[config.mk]
export PLATFORM = sky130hd
export DESIGN_NAME = ok_multi_host_collector
export DESIGN_NICKNAME = d
export VERILOG_FILES = /design/src/rtl/ok_sim_pkg.sv /design/src/rtl/ok_sync_fifo.sv /design/src/rtl/ok_multi_host_collector.sv
export SDC_FILE = /design/constraint.sdc
export NUM_CORES = 1
export LEC_CHECK = 0
export ABC_AREA = 1
export ABC_CLOCK_PERIOD_IN_PS = 5600
export BUFFER_PORTS_ARGS = -buffer_cell sky130_fd_sc_hd__buf_4
export CELL_PAD_IN_SITES_DETAIL_PLACEMENT = 0
export CELL_PAD_IN_SITES_GLOBAL_PLACEMENT = 1
export CORE_AREA = 5 5 216 218
export DETAILED_ROUTE_END_ITERATION = 8
export DIE_AREA = 0 0 221 223
export PLACE_DENSITY = 0.9
export SYNTH_ARGS = -nofsm -noshare
export SYNTH_HDL_FRONTEND = slang
export SYNTH_SLANG_ARGS = --single-unit
[constraint.sdc]
create_clock -name okClk -period 5.6 [get_ports okClk]
set_input_delay 1.12 -clock okClk [delete_from_list [all_inputs] [get_ports okClk]]
set_output_delay 1.12 -clock okClk [all_outputs]
set_load 0.05 [all_outputs]
[src/rtl/ok_sim_pkg.sv]
// ok_sim_pkg: shared FSM state, record type and sizing helper for the collector
package ok_sim_pkg;

   typedef enum logic [1:0] {S_IDLE, S_RUN, S_DONE} done_state_t;

   localparam int REC_CH_W   = 3;
   localparam int REC_DATA_W = 32;

   typedef struct packed {
      logic [REC_CH_W-1:0]   chan;
      logic [REC_DATA_W-1:0] data;
   } ok_rec_t;

   function automatic int clog2_min1(input int n);
      return (n > 1) ? $clog2(n) : 1;
   endfunction

endpackage

[src/rtl/ok_sync_fifo.sv]
// ok_sync_fifo: first-word-fall-through FIFO with wrap-bit pointers and live occupancy
module ok_sync_fifo #(
   parameter int DATA_W = 32,
   parameter int DEPTH  = 16
) (
   input  logic                    clk,
   input  logic                    rst_n,
   input  logic                    push,
   input  logic                    pop,
   input  logic [DATA_W-1:0]       din,
   output logic [DATA_W-1:0]       dout,
   output logic                    valid,
   output logic                    full,
   output logic [$clog2(DEPTH):0]  count
);
   localparam int AW = $clog2(DEPTH);

   logic [DATA_W-1:0] mem [DEPTH];
   logic [AW:0]       wr, rd;
   logic              do_push, do_pop;

   assign count   = wr - rd;
   assign valid   = wr != rd;
   assign full    = count == (AW+1)'(DEPTH);
   assign do_push = push && !full;
   assign do_pop  = pop && valid;
   // empty head reads as zero so a reset never exposes stale storage
   assign dout    = valid ? mem[rd[AW-1:0]] : '0;

   always_ff @(posedge clk or negedge rst_n)
      if (!rst_n) begin
         wr <= '0;
         rd <= '0;
      end else begin
         if (do_push) wr <= wr + 1'b1;
         if (do_pop)  rd <= rd + 1'b1;
      end

   always_ff @(posedge clk)
      if (do_push) mem[wr[AW-1:0]] <= din;

endmodule

[src/rtl/ok_multi_host_collector.sv]
// ok_multi_host_collector: round-robin merge of host channels into a tagged FIFO
// with a quiescence-based done detector
module ok_multi_host_collector
   import ok_sim_pkg::*;
#(
   parameter int NUM_HOSTS   = 2,
   parameter int DATA_W      = 32,
   parameter int FIFO_DEPTH  = 16,
   parameter int IDLE_CYCLES = 8,
   parameter int CH_W        = clog2_min1(NUM_HOSTS)
) (
   input  logic                          okClk,
   input  logic                          rst_n,
   input  logic [NUM_HOSTS-1:0]          ch_valid,
   input  logic [NUM_HOSTS*DATA_W-1:0]   ch_data,
   output logic [NUM_HOSTS-1:0]          ch_ready,
   input  logic                          start,
   output logic                          evt_valid,
   output logic [DATA_W-1:0]             evt_data,
   output logic [CH_W-1:0]               evt_chan,
   input  logic                          evt_ready,
   output logic [$clog2(FIFO_DEPTH):0]   fifo_count,
   output logic                          ok_done
);
   localparam int CW = $clog2(IDLE_CYCLES + 1);

   done_state_t              state;
   logic [CH_W-1:0]          rr, sel;
   logic [DATA_W-1:0]        sel_data;
   logic [2*NUM_HOSTS-1:0]   rot;
   logic [CH_W+DATA_W-1:0]   head;
   logic [CW-1:0]            cnt, cnt_nxt;
   logic                     full, push, quiet;

   // rotate so bit k of rot is channel (rr+k) mod N; the lowest set bit wins
   assign rot = {ch_valid, ch_valid} >> rr;

   always_comb begin
      sel = '0;
      sel_data = '0;
      for (int k = NUM_HOSTS - 1; k >= 0; k--)
         if (rot[k]) sel = CH_W'((int'(rr) + k) % NUM_HOSTS);
      for (int k = 0; k < NUM_HOSTS; k++)
         if (sel == CH_W'(k)) sel_data = ch_data[k*DATA_W +: DATA_W];
   end

   assign push     = (|ch_valid) && !full;
   assign ch_ready = push ? NUM_HOSTS'(1) << sel : '0;
   assign quiet    = (ch_valid == '0) && (fifo_count == '0) && !push;
   assign cnt_nxt  = quiet ? cnt + 1'b1 : '0;

   ok_sync_fifo #(.DATA_W(CH_W + DATA_W), .DEPTH(FIFO_DEPTH)) u_fifo (
      .clk   (okClk),
      .rst_n (rst_n),
      .push  (push),
      .pop   (evt_ready),
      .din   ({sel, sel_data}),
      .dout  (head),
      .valid (evt_valid),
      .full  (full),
      .count (fifo_count)
   );

   assign {evt_chan, evt_data} = head;

   always_ff @(posedge okClk or negedge rst_n)
      if (!rst_n) rr <= '0;
      else if (push) rr <= (sel == CH_W'(NUM_HOSTS - 1)) ? '0 : sel + 1'b1;

   always_ff @(posedge okClk or negedge rst_n)
      if (!rst_n) begin
         state   <= S_IDLE;
         cnt     <= '0;
         ok_done <= 1'b0;
      end else begin
         case (state)
            S_IDLE:
               if (start) begin
                  state <= S_RUN;
                  cnt   <= '0;
               end
            S_RUN:
               if (start) cnt <= '0;
               else begin
                  cnt <= cnt_nxt;
                  if (cnt_nxt == CW'(IDLE_CYCLES)) begin
                     state   <= S_DONE;
                     ok_done <= 1'b1;
                  end
               end
            S_DONE:
               if (start || (|ch_valid)) begin
                  state   <= S_RUN;
                  cnt     <= '0;
                  ok_done <= 1'b0;
               end
            default: state <= S_IDLE;
         endcase
      end

endmodule

==> results.py <==
metrics = {
    "synth": {
        "syn-mean-instance-area_um2": 12.3,
        "synth.net_count": 1898,
        "synth_compound_area_share_pct": 11.5,
        "syn_area_um2": 22300,
        "synthXorXnorAreaFrac_pct": 0.314,
        "synth_top_family_by_area": "compound AO/OA/AOI/OAI gates",
        "yosys.area_share.simple_pct": 10.8,
        "syn_inst": 1813,
        "synth.area.mux_share_pct": 0,
        "ys_seq_area_share_pct": 73.1,
        "ys_types": 29,
        "synth_seq_cells": 546,
        "ys_warn_count": 0,
        "synthAdderAreaFrac_pct": 0.875,
    },
    "timing": {
        "fmax_ghz": 0.212,
        "finalSetupTns_ns": 0,
        "whs_ns": 0.400,
        "worstMarginPinSlew_ns": 1.18,
        "fin_crit_sh_pct": 84.4,
        "grt_setup_unrepaired": "no",
        "finalSetupViolCount": 0,
        "drv_slew": 0,
        "period_needed_ns": 4.73,
        "clock_skew_ns": 0.0217,
        "slew-limit-headroom_pct": 21.2,
        "hold_violations": 0,
    },
    "floorplanning": {
        "ioPinCount": 112,
        "die-area_um2": 49300,
        "rows": 78,
        "coreArea_um2": 44700,
        "die_h_um": 223,
        "start_util_pct": 49.9,
        "die_w_um": 221,
    },
    "cells_and_area": {
        "fin_nets": 1983,
        "drive_gt1_share_pct": 12.8,
        "antenna_cells": 0,
        "finalInstanceArea_um2": 25500,
        "area_growth_pct": 14.4,
    },
    "drt": {
        "drtPass1Iterations": 8,
        "vias": 14600,
        "drtIter0Drc": 1408,
        "wl_mm": 54.1,
        "via_per_inst": 5.74,
        "final_antenna_net_count": 0,
        "remaining_drc_errors": 0,
        "drt-wirelength-per-cell_um": 21.3,
    },
    "worst_setup_path": {
        "crit_path_end_kind": "primary output",
        "crit_path_start_kind": "flop",
        "crit_type": "reg2out",
        "path_max_fanout": 104,
        "crit_arrival_ns": 3.61,
        "cp.required_ns": 4.48,
    },
    "clock_tree": {
        "cts_sinks": 546,
        "ctsHoldBuffers": 0,
        "cts_inserted_buffers": 54,
        "clkSlewWorstSetupHoldPaths_ns": 0.06,
        "htreeDepth": 2,
        "postCtsResizedCells": 0,
        "clk_latency_ns": 0.60,
        "cts_tree": "built",
        "cts_setup_buffers": 0,
        "cts-root-buf": "clkbuf_16",
        "clk_path_buf_depth": 3,
    },
    "placement": {
        "dp_hpwl_mm": 30.1,
        "post_dp_cell_area_um2": 23700,
        "finalWeightedCongestion": 0.768,
        "portBuffers": 111,
    },
    "outcome": {
        "status": "finished clean",
    },
    "pwr": {
        "p_leak_nw": 8.77,
        "ir_drop_mv": 0.534,
        "power_density_nw_per_um2": 612,
    },
    "global_route": {
        "grt_pass1_vias": 14200,
        "antenna_found_initial": 0,
        "grt-ovfl-total": 0,
        "grt_pass1_wl_mm": 82.2,
        "grt_max_degree": 241,
        "grt_usage_pct": 21.2,
    },
    "run": {
        "maxCapViolCount": 0,
    },
    "hold_path": {
        "hp-class": "in2async",
    },
}
-- layout by cell type (no fill, tap or decap), drive strengths merged, types with 2 or more instances in the layout --
master	count
xnor2	2
nor2	364
nand2	228
edfxtp	528
clkinv	25
ha	14
dfrtp	18
inv	45
nor3	3
o211ai	66
clkbuf	66
o21ai	287
a21oi	20
a31oi	18
buf	142
clkinvlp	2
xor2	6
nand3	33
bufinv	6
o22ai	66
-- layout make-up --
cell class | instances | area, um^2
fill | 3551 | 19200
multi-input combinational | 1110 | 5380
timing repair buffer | 142 | 1120
tap | 600 | 751
clock buffer | 66 | 1460
sequential | 546 | 16300
inverter | 44 | 170
clock inverter | 34 | 317
-- layer usage --
layer  global-route usage (%)  vias to the layer above  wire length, um
met4                     5.80                        0             1190
met5                        0                        -                0
met3                     3.70                       87             4000
met2                     36.3                      609            27400
li1                         -                     6703                -
met1                     28.2                     7203            21400
-- cells in the mapped netlist --
| cell | number | area (um^2) |
|---|---|---|
| nor2_1 | 364 | 1370 |
| buf_2 | 26 | 130 |
| nand2_2 | 1 | 6.26 |
| nand3_1 | 33 | 165 |
| o21ai_0 | 252 | 1260 |
| or2_2 | 1 | 6.26 |
| a21oi_1 | 20 | 100 |
| and2_1 | 1 | 6.26 |
| ha_1 | 14 | 175 |
| clkbuf_2 | 3 | 15.0 |
| o22ai_1 | 66 | 413 |
| dfrtp_1 | 18 | 450 |
| buf_12 | 1 | 20.0 |
| buf_6 | 12 | 135 |
| clkbuf_1 | 58 | 218 |
| fa_1 | 1 | 20.0 |
| clkinv_1 | 1 | 3.75 |
| inv_2 | 4 | 15.0 |
| buf_1 | 7 | 26.3 |
| o211ai_1 | 66 | 495 |
| edfxtp_1 | 528 | 15900 |
| nand2_1 | 227 | 852 |
| nor3_1 | 3 | 15.0 |
| xnor2_1 | 2 | 17.5 |
| a31oi_1 | 18 | 113 |
| o21ai_1 | 35 | 175 |
| xor2_1 | 6 | 52.6 |
| inv_1 | 39 | 146 |
| buf_4 | 6 | 45.0 |
-- path summary, 6_finish.rpt --
kind | start | to | slack, ns | cells after the start
worst max-delay path | u_fifo.rd[1] | evt_data[29] | 0.87 | 9
worst min-delay path | rst_n | u_fifo.wr[2] | 0.40 | 1
worst max register to register | u_fifo.rd[1] | u_fifo.mem[14][24] | 1.42 | 12
worst min register to register | ok_done | ok_done | 0.48 | 2
max in group asynchronous | rst_n | u_fifo.rd[0] | 4.95 | 1
min in group okClk | ok_done | ok_done | 0.48 | 2
-- through the flow --
stage          util [%]  worst slack (ns)  power [mW]  instances
2_1_floorplan         -              1.39        10.1       1813
3_3_place_gp       53.1              1.47        11.9       2442
3_5_place_dp       53.1              1.44        12.1       2442
4_1_cts            57.1             0.827        15.7       2542
5_1_grt            57.1             0.658        16.4       2542
6_report           57.1             0.873        15.6       2542
-- flip-flops by register name, indices dropped and copies added, names as in the netlist --
name        count
u_fifo.rd       5
u_fifo.wr       5
u_fifo.mem    528
rr              1
state           2
ok_done         1
cnt             4
-- worst max-delay path: stages (launching register included) --
cell and delay (ns):
dfrtp_4 1.11, inv_2 0.26, ha_1 0.41, nand2_1 0.09, nor3_1 0.04, nand2_1 0.13, inv_1 0.08, buf_4 0.22
a31oi_1 0.38, buf_4 0.28
-- power breakdown --
group          switching, mW  internal [mW]
Combinational           4.65           1.70
Clock                   1.48           2.12
Sequential             0.325           5.34
-- cell families (layout without fill, tap and decap cells) --
logic type                 count (synthesis)  in the layout
and+or+nand+nor                          630            630
DFF                                      546            546
AOI/OAI and AO/OA                        457            457
buffers and inverters                    157            286
adders and majority gates                 15             15
xor gates and xnor gates                   8              8
Note: power is estimated with default switching activity, not from simulation.
